### src/rtl/otter_cu_fsm_pkg.sv
// Shared types for the OTTER multicycle control unit: state encoding,
// RV32I major opcodes and the funct3 value that selects MRET.
package otter_pkg;

   typedef enum logic [2:0] {
      INIT,
      FETCH,
      EXEC,
      WB,
      INTR
   } cu_state_t;

   typedef enum logic [6:0] {
      LOAD   = 7'b0000011,
      STORE  = 7'b0100011,
      BRANCH = 7'b1100011,
      JAL    = 7'b1101111,
      JALR   = 7'b1100111,
      LUI    = 7'b0110111,
      AUIPC  = 7'b0010111,
      OP     = 7'b0110011,
      OP_IMM = 7'b0010011,
      SYSTEM = 7'b1110011,
      FENCE  = 7'b0001111
   } opcode_t;

   localparam logic [2:0] F3_MRET = 3'b000;

endpackage

### src/rtl/otter_cu_fsm.sv
// OTTER multicycle control FSM: fetch / execute / load writeback / interrupt
// entry, with ready-handshaked memory accesses and Mealy-decoded enables.
module otter_cu_fsm
   import otter_pkg::*;
(
   input  logic       CLK,
   input  logic       RST_N,
   input  logic [6:0] opcode,
   input  logic [2:0] func3,
   input  logic       intr,
   input  logic       csr_mie,
   input  logic       mem_ready,
   output logic       PCWrite,
   output logic       regWrite,
   output logic       memRDEN1,
   output logic       memRDEN2,
   output logic       memWE2,
   output logic       reset,
   output logic       csr_WE,
   output logic       int_taken,
   output logic       mret_exec
);

   cu_state_t r_state;
   cu_state_t w_next;
   cu_state_t w_done_next;

   always_ff @(posedge CLK) begin
      if (!RST_N) r_state <= INIT;
      else        r_state <= w_next;
   end

   // Interrupts are only examined at instruction completion.
   assign w_done_next = (intr && csr_mie) ? INTR : FETCH;

   always_comb begin
      w_next    = r_state;
      PCWrite   = 1'b0;
      regWrite  = 1'b0;
      memRDEN1  = 1'b0;
      memRDEN2  = 1'b0;
      memWE2    = 1'b0;
      reset     = 1'b0;
      csr_WE    = 1'b0;
      int_taken = 1'b0;
      mret_exec = 1'b0;

      case (r_state)
         INIT: begin
            reset  = 1'b1;
            w_next = FETCH;
         end

         FETCH: begin
            memRDEN1 = 1'b1;
            if (mem_ready) w_next = EXEC;
         end

         EXEC: begin
            case (opcode)
               LOAD: begin
                  memRDEN2 = 1'b1;
                  if (mem_ready) w_next = WB;
               end
               STORE: begin
                  memWE2 = 1'b1;
                  if (mem_ready) begin
                     PCWrite = 1'b1;
                     w_next  = w_done_next;
                  end
               end
               BRANCH: begin
                  PCWrite = 1'b1;
                  w_next  = w_done_next;
               end
               OP, OP_IMM, LUI, AUIPC, JAL, JALR: begin
                  PCWrite  = 1'b1;
                  regWrite = 1'b1;
                  w_next   = w_done_next;
               end
               SYSTEM: begin
                  PCWrite = 1'b1;
                  if (func3 == F3_MRET) begin
                     mret_exec = 1'b1;
                  end else begin
                     csr_WE   = 1'b1;
                     regWrite = 1'b1;
                  end
                  w_next = w_done_next;
               end
               default: begin
                  PCWrite = 1'b1;
                  w_next  = w_done_next;
               end
            endcase
         end

         WB: begin
            regWrite = 1'b1;
            PCWrite  = 1'b1;
            w_next   = w_done_next;
         end

         INTR: begin
            int_taken = 1'b1;
            PCWrite   = 1'b1;
            w_next    = FETCH;
         end

         default: w_next = INIT;
      endcase
   end

endmodule

### config.mk
export PLATFORM = sky130hd
export DESIGN_NAME = otter_cu_fsm
export DESIGN_NICKNAME = d
export VERILOG_FILES = /design/src/rtl/otter_cu_fsm_pkg.sv /design/src/rtl/otter_cu_fsm.sv
export SDC_FILE = /design/constraint.sdc
export NUM_CORES = 1
export LEC_CHECK = 0
export CAP_MARGIN = 20
export CORE_AREA = 2 2 39 41
export CTS_CLUSTER_SIZE = 28
export DETAILED_ROUTE_END_ITERATION = 16
export DIE_AREA = 0 0 41 43
export PLACE_DENSITY = 0.65
export SLEW_MARGIN = 20
export SYNTH_ARGS = -nofsm -noshare
export SYNTH_HDL_FRONTEND = slang
export SYNTH_SLANG_ARGS = --single-unit
### constraint.sdc
create_clock -name CLK -period 2.7 [get_ports CLK]
set_clock_uncertainty 0.2 [all_clocks]
set_input_delay 0.27 -clock CLK [delete_from_list [all_inputs] [get_ports CLK]]
set_output_delay 0.27 -clock CLK [all_outputs]
set_load 0.02 [all_outputs]
# Word-level counts from Yosys, hierarchy flattened
# Index checks and enable logic that the tools add are counted.
# word_totals
inputBits	15
regBits	3
wordCells	48
# op_classes
muxes	24
n_reduce_logical	7
n_eq_ne	16
# ops
operator	count
== test 7 x 6 -> 1 bit, second input constant	3
== test 7 bit, second input constant	3
== test 7 x 5 -> 1 bit, second input constant	2
2-to-1 mux 1 bit	14
2-to-1 mux 3 bit	4
case mux 3 bit (4 select lines)	1
case mux 1 bit (2 select lines)	4
== test 7 x 2 -> 1 bit, second input constant	1
== test 3 x 2 -> 1 bit, second input constant	2
zero test 3 bit	2
inequality test 3 bit, second input constant	2
case mux 3 bit (2 select lines)	1
OR reduction 6 bit	1
OR reduction 2 bit	2
== test 3 x 1 -> 1 bit, second input constant	1
== test 3 bit, second input constant	1
AND reduction 3 bit	1
inequality test 2 bit, second input constant	1
logical AND 1 bit	1

# Logic depth before layout (Yosys ltp)
# depth
word_depth	5
mapped_depth	5
mapped_depth_nobuf	4

# Worst setup path before layout
# No wires, ideal clock.
# synth_path
path_kind	reg-to-output
start	register r_state[0]
end	output mret_exec
n_path_buf	1
setup_slack_ps	848
required_time_ps	2230
arrival_time_ps	1382
path_stages_with_launch	5
path_cell_list	dfxtp_1 buf_6 nor3b_4 nand3_1 nor4_1
# synth_via
elab_chain_cells	2
# synth_lines
item	line_no	text
start, declared	otter_cu_fsm.sv:24	cu_state_t r_state;
start signal, assigned	otter_cu_fsm.sv:30	else r_state <= w_next;
== test 3 x 2 -> 1 bit	otter_cu_fsm.sv:48	case (r_state)
2-to-1 mux 1 bit	otter_cu_fsm.sv:48	
end, declared	otter_cu_fsm.sv:21	output logic mret_exec
# No other way between the ends.

# Worst setup path in the final report
# layout_path
start	input opcode[2]
end	output mret_exec
# layout_via
elab_chain_cells	3
# layout_lines
item	line_no	text
start, declared	otter_cu_fsm.sv:8	input logic [6:0] opcode,
== test 7 bit	otter_cu_fsm.sv:60	case (opcode)
2-to-1 mux 1 bit	otter_cu_fsm.sv:60	
2-to-1 mux 1 bit	otter_cu_fsm.sv:48	
# No other way between the ends.

==> reports/results.md <==
* 0 — post-CTS setup buffer count
* 403 um — total length of routed met2 wires
* 9 — maximum number of pins on one net before global-route repair
* clkbuf_4 — Root Driver
* 0 — final setup violation count
* 424 — total via count after detailed routing
* 7 x nor2_1, 4 x inv_1, 4 x nand2_1 — cell types with the highest counts after synthesis
* output port — sort of element at the end of the critical path
* dfxtp_1 — post-synthesis cell type with the largest combined area
* 7.03 sq um — average cell area after synthesis
* 1.96 ns — CP Data Arrival Time
* 0 — total DRC errors in the routed layout
* 3 — synthesis-stage register bit count
* 89.8% — Tcrit/Tclk final
* 47 — Synth Instances
* 2 — clock tree buffer depth
* 330 sq um — netlist area before placement
* 0 — number of cells upsized or downsized after cts
* 2 — Hold Path Depth
* 27.8% — switching share of power
* nor2_1 — most common cell in the netlist
* 4.76 — Via density
* clkdlybuf4s50_1 — cell seen most often among critical-path stages
* clkdlybuf4s50_1, and4bb_2, nand3_1, nor4_1, clkdlybuf4s50_1 — series of cell instances along the critical path
* 4 — cell depth of the worst flop-to-flop path
* no — RSZ-0062 raised after global routing
* 339 — vias in the first global route
* in2out — crit path kind
* primary input — Worst Setup Start Kind
* 2.43 ns — clock period minus worst slack
* 24 — IO Pins
* 325 nW/um^2 — total power divided by cell area
* 0.04 ns — Clock Pin Slew Worst Setup and Hold Paths
* 0 — remaining antenna violation count after routing
* 0 ns — Setup Total Neg Slack
* 878 um — Total Routed Length
* yes — CTS tree
* 80.3% — area added between synthesis and finish
* 26 — unique cell type count in the Yosys netlist
* 1 — deepest level of the CTS H-tree
* 4 — Max Fanout on Critical Path
* 0 — Max-Cap Viols
* 23 — number of buffers added on ports
* 5 — number of gates on the worst path with buffers counted
* 1380 sq um — area inside the core boundary
* 397 um — met1 wire length
* buffers and inverters — CP delay by family, top
* 0 — number of inserted diodes
* 43 um — die span in y
* 1360 um — wire length of the first global-routing pass
* 23.9% — initial core utilization
* 79.1% — worst slew slack as a fraction of its limit
* 78 um — met3 routed WL
* 0 — Remaining Overflow, GRT
* 62 — nets in the synthesized netlist
* 0.710 — placer's final routability congestion estimate
* 85 — number of cells after detailed placement
* 3 — max reg flops
* 0.312 ns — worst-margin pin slew
* 0.64 ns — Slowest Stage Delay on Critical Path
* 3 — number of sinks on the clock net
* 18.2% — top cell type's share of synthesized area
* 0 — Final Hold Viols
* 3 — number of clock buffers inserted by TritonCTS
* r_state (3) — largest registers ranked by flip-flop count
* 0.000194 W — power consumption
* 0.0000539 W — P_sw
* in2reg — Hold/Removal Path Class
* 0% — FFs w/ async S/R, synth
* 0.000140 W — cell internal power dissipation
* 0 — EDFF count, synth
* 14 — # rows
* 89 — NumNets Final
* 0 — final-report max-slew violation count
* 32.7% — share of power burned in combinational logic
* r_state — Reg with most FFs
* 89 — non-filler instance count after layout
* 0 — antenna violations before repair
* dfxtp_1 — most instantiated flip-flop cell in the synthesis netlist
* clkdlybuf4s50_1 — worst-path cell with the longest stage delay
* 18.2% — sequential-to-total area share from yosys stat
* 0.000250 V — peak supply drop
* 27.0% — share of total power in sequential cells
* 4 — count of TritonRoute iterations in the first routing pass
* 41 um — die span in x
* 2.23 ns — required time of the critical path
* 2 — First DRT Iteration DRCs
* 9.87 um — Routed wire per std cell
* dfxtp_1 18%, nor2_1 8.0%, nor3b_4 5.7% — main area contributors after synthesis
* 0.23 ns — insertion delay of the later-clocked pin in the worst-skew pair
* 40.2% — share of total power in the clock network
* 1760 sq um — overall die area
* met3 — Top Layer Used
* 9.59% — layout cells sized above 1
* 2 — number of buffers and inverters on the critical path
* 412 MHz — Fmax achieved
* 0 — cts hold-fix bufs
* completed — result of the run
* 695 um — Post-DP HPWL
* 11.1% — Tot GR Track Use
* 0 — Syn. warnings
* 0.225 nW — Leakage
==> final cells by class <==
class / count / area (sq um)
fill: 138 / 788
inverter: 4 / 15.0
clock buffer: 4 / 26.3
sequential: 3 / 60.1
tap: 16 / 20.0
timing repair buffer: 23 / 230
multi-input combinational: 39 / 244
==> power groups by stage <==
stage	Combinational [W]	Sequential, W	Clock (W)
2_1_floorplan	0.0000334	0.0000492	0
3_3_place_gp	0.0000636	0.0000529	0
3_5_place_dp	0.0000632	0.0000529	0
4_1_cts	0.0000636	0.0000522	0.0000825
5_1_grt	0.0000690	0.0000530	0.0000830
6_report	0.0000634	0.0000523	0.0000779
==> cells in the final DEF, fill, tap and decap left out <==
cell / count
a31oi_1: 1
a211oi_1: 1
or2b_1: 1
nand4_1: 1
nor3b_2: 1
and3_1: 1
o21ai_0: 1
inv_1: 4
o21a_1: 1
o22ai_1: 2
o31ai_1: 1
nor2_1: 7
clkdlybuf4s50_1: 23
nand3_1: 3
nor3b_4: 1
dfxtp_1: 3
clkbuf_4: 3
nor4_1: 1
a22o_1: 1
nor3_1: 3
a211oi_2: 1
and4bb_2: 1
nand2b_1: 1
a21oi_1: 3
o21bai_1: 1
clkbuf_1: 1
nand2_1: 4
and2_1: 1
==> path summary, 6_finish.rpt <==
| check | slack, ns | to | from |
|---|---|---|---|
| setup / recovery | 0.27 | mret_exec | opcode[2] |
| hold / removal | 0.41 | r_state[1] | RST_N |
| setup reg to reg | 1.09 | r_state[0] | r_state[1] |
| hold reg to reg | 0.50 | r_state[0] | r_state[1] |
==> kinds of logic after synthesis <==
logic type	after synthesis	share of synthesized area, %
buf+inv	5	7.95
flops	3	18.2
simple gates	26	46.6
compound gates	13	27.3
==> per-layer routing <==
layer / GRT usage (%) / vias up
li1: - / 225
met1: 14.7 / 185
met2: 15.6 / 14
met3: 1.57 / 0
met4: 8.00 / 0
met5: 0 / -
==> per-stage QoR <==
stage               utilization (%)  worst slack, ns  instance area (sq um)  hold slack (ns)
floorplan                         -            0.848                    330            0.187
global placement               41.1            0.282                    569            0.497
detailed placement             41.1            0.255                    569            0.494
CTS                            43.0            0.259                    596            0.400
global route                   43.0            0.160                    596            0.436
finish                         43.0            0.275                    596            0.407
Note: power is estimated with default switching activity, not from simulation.
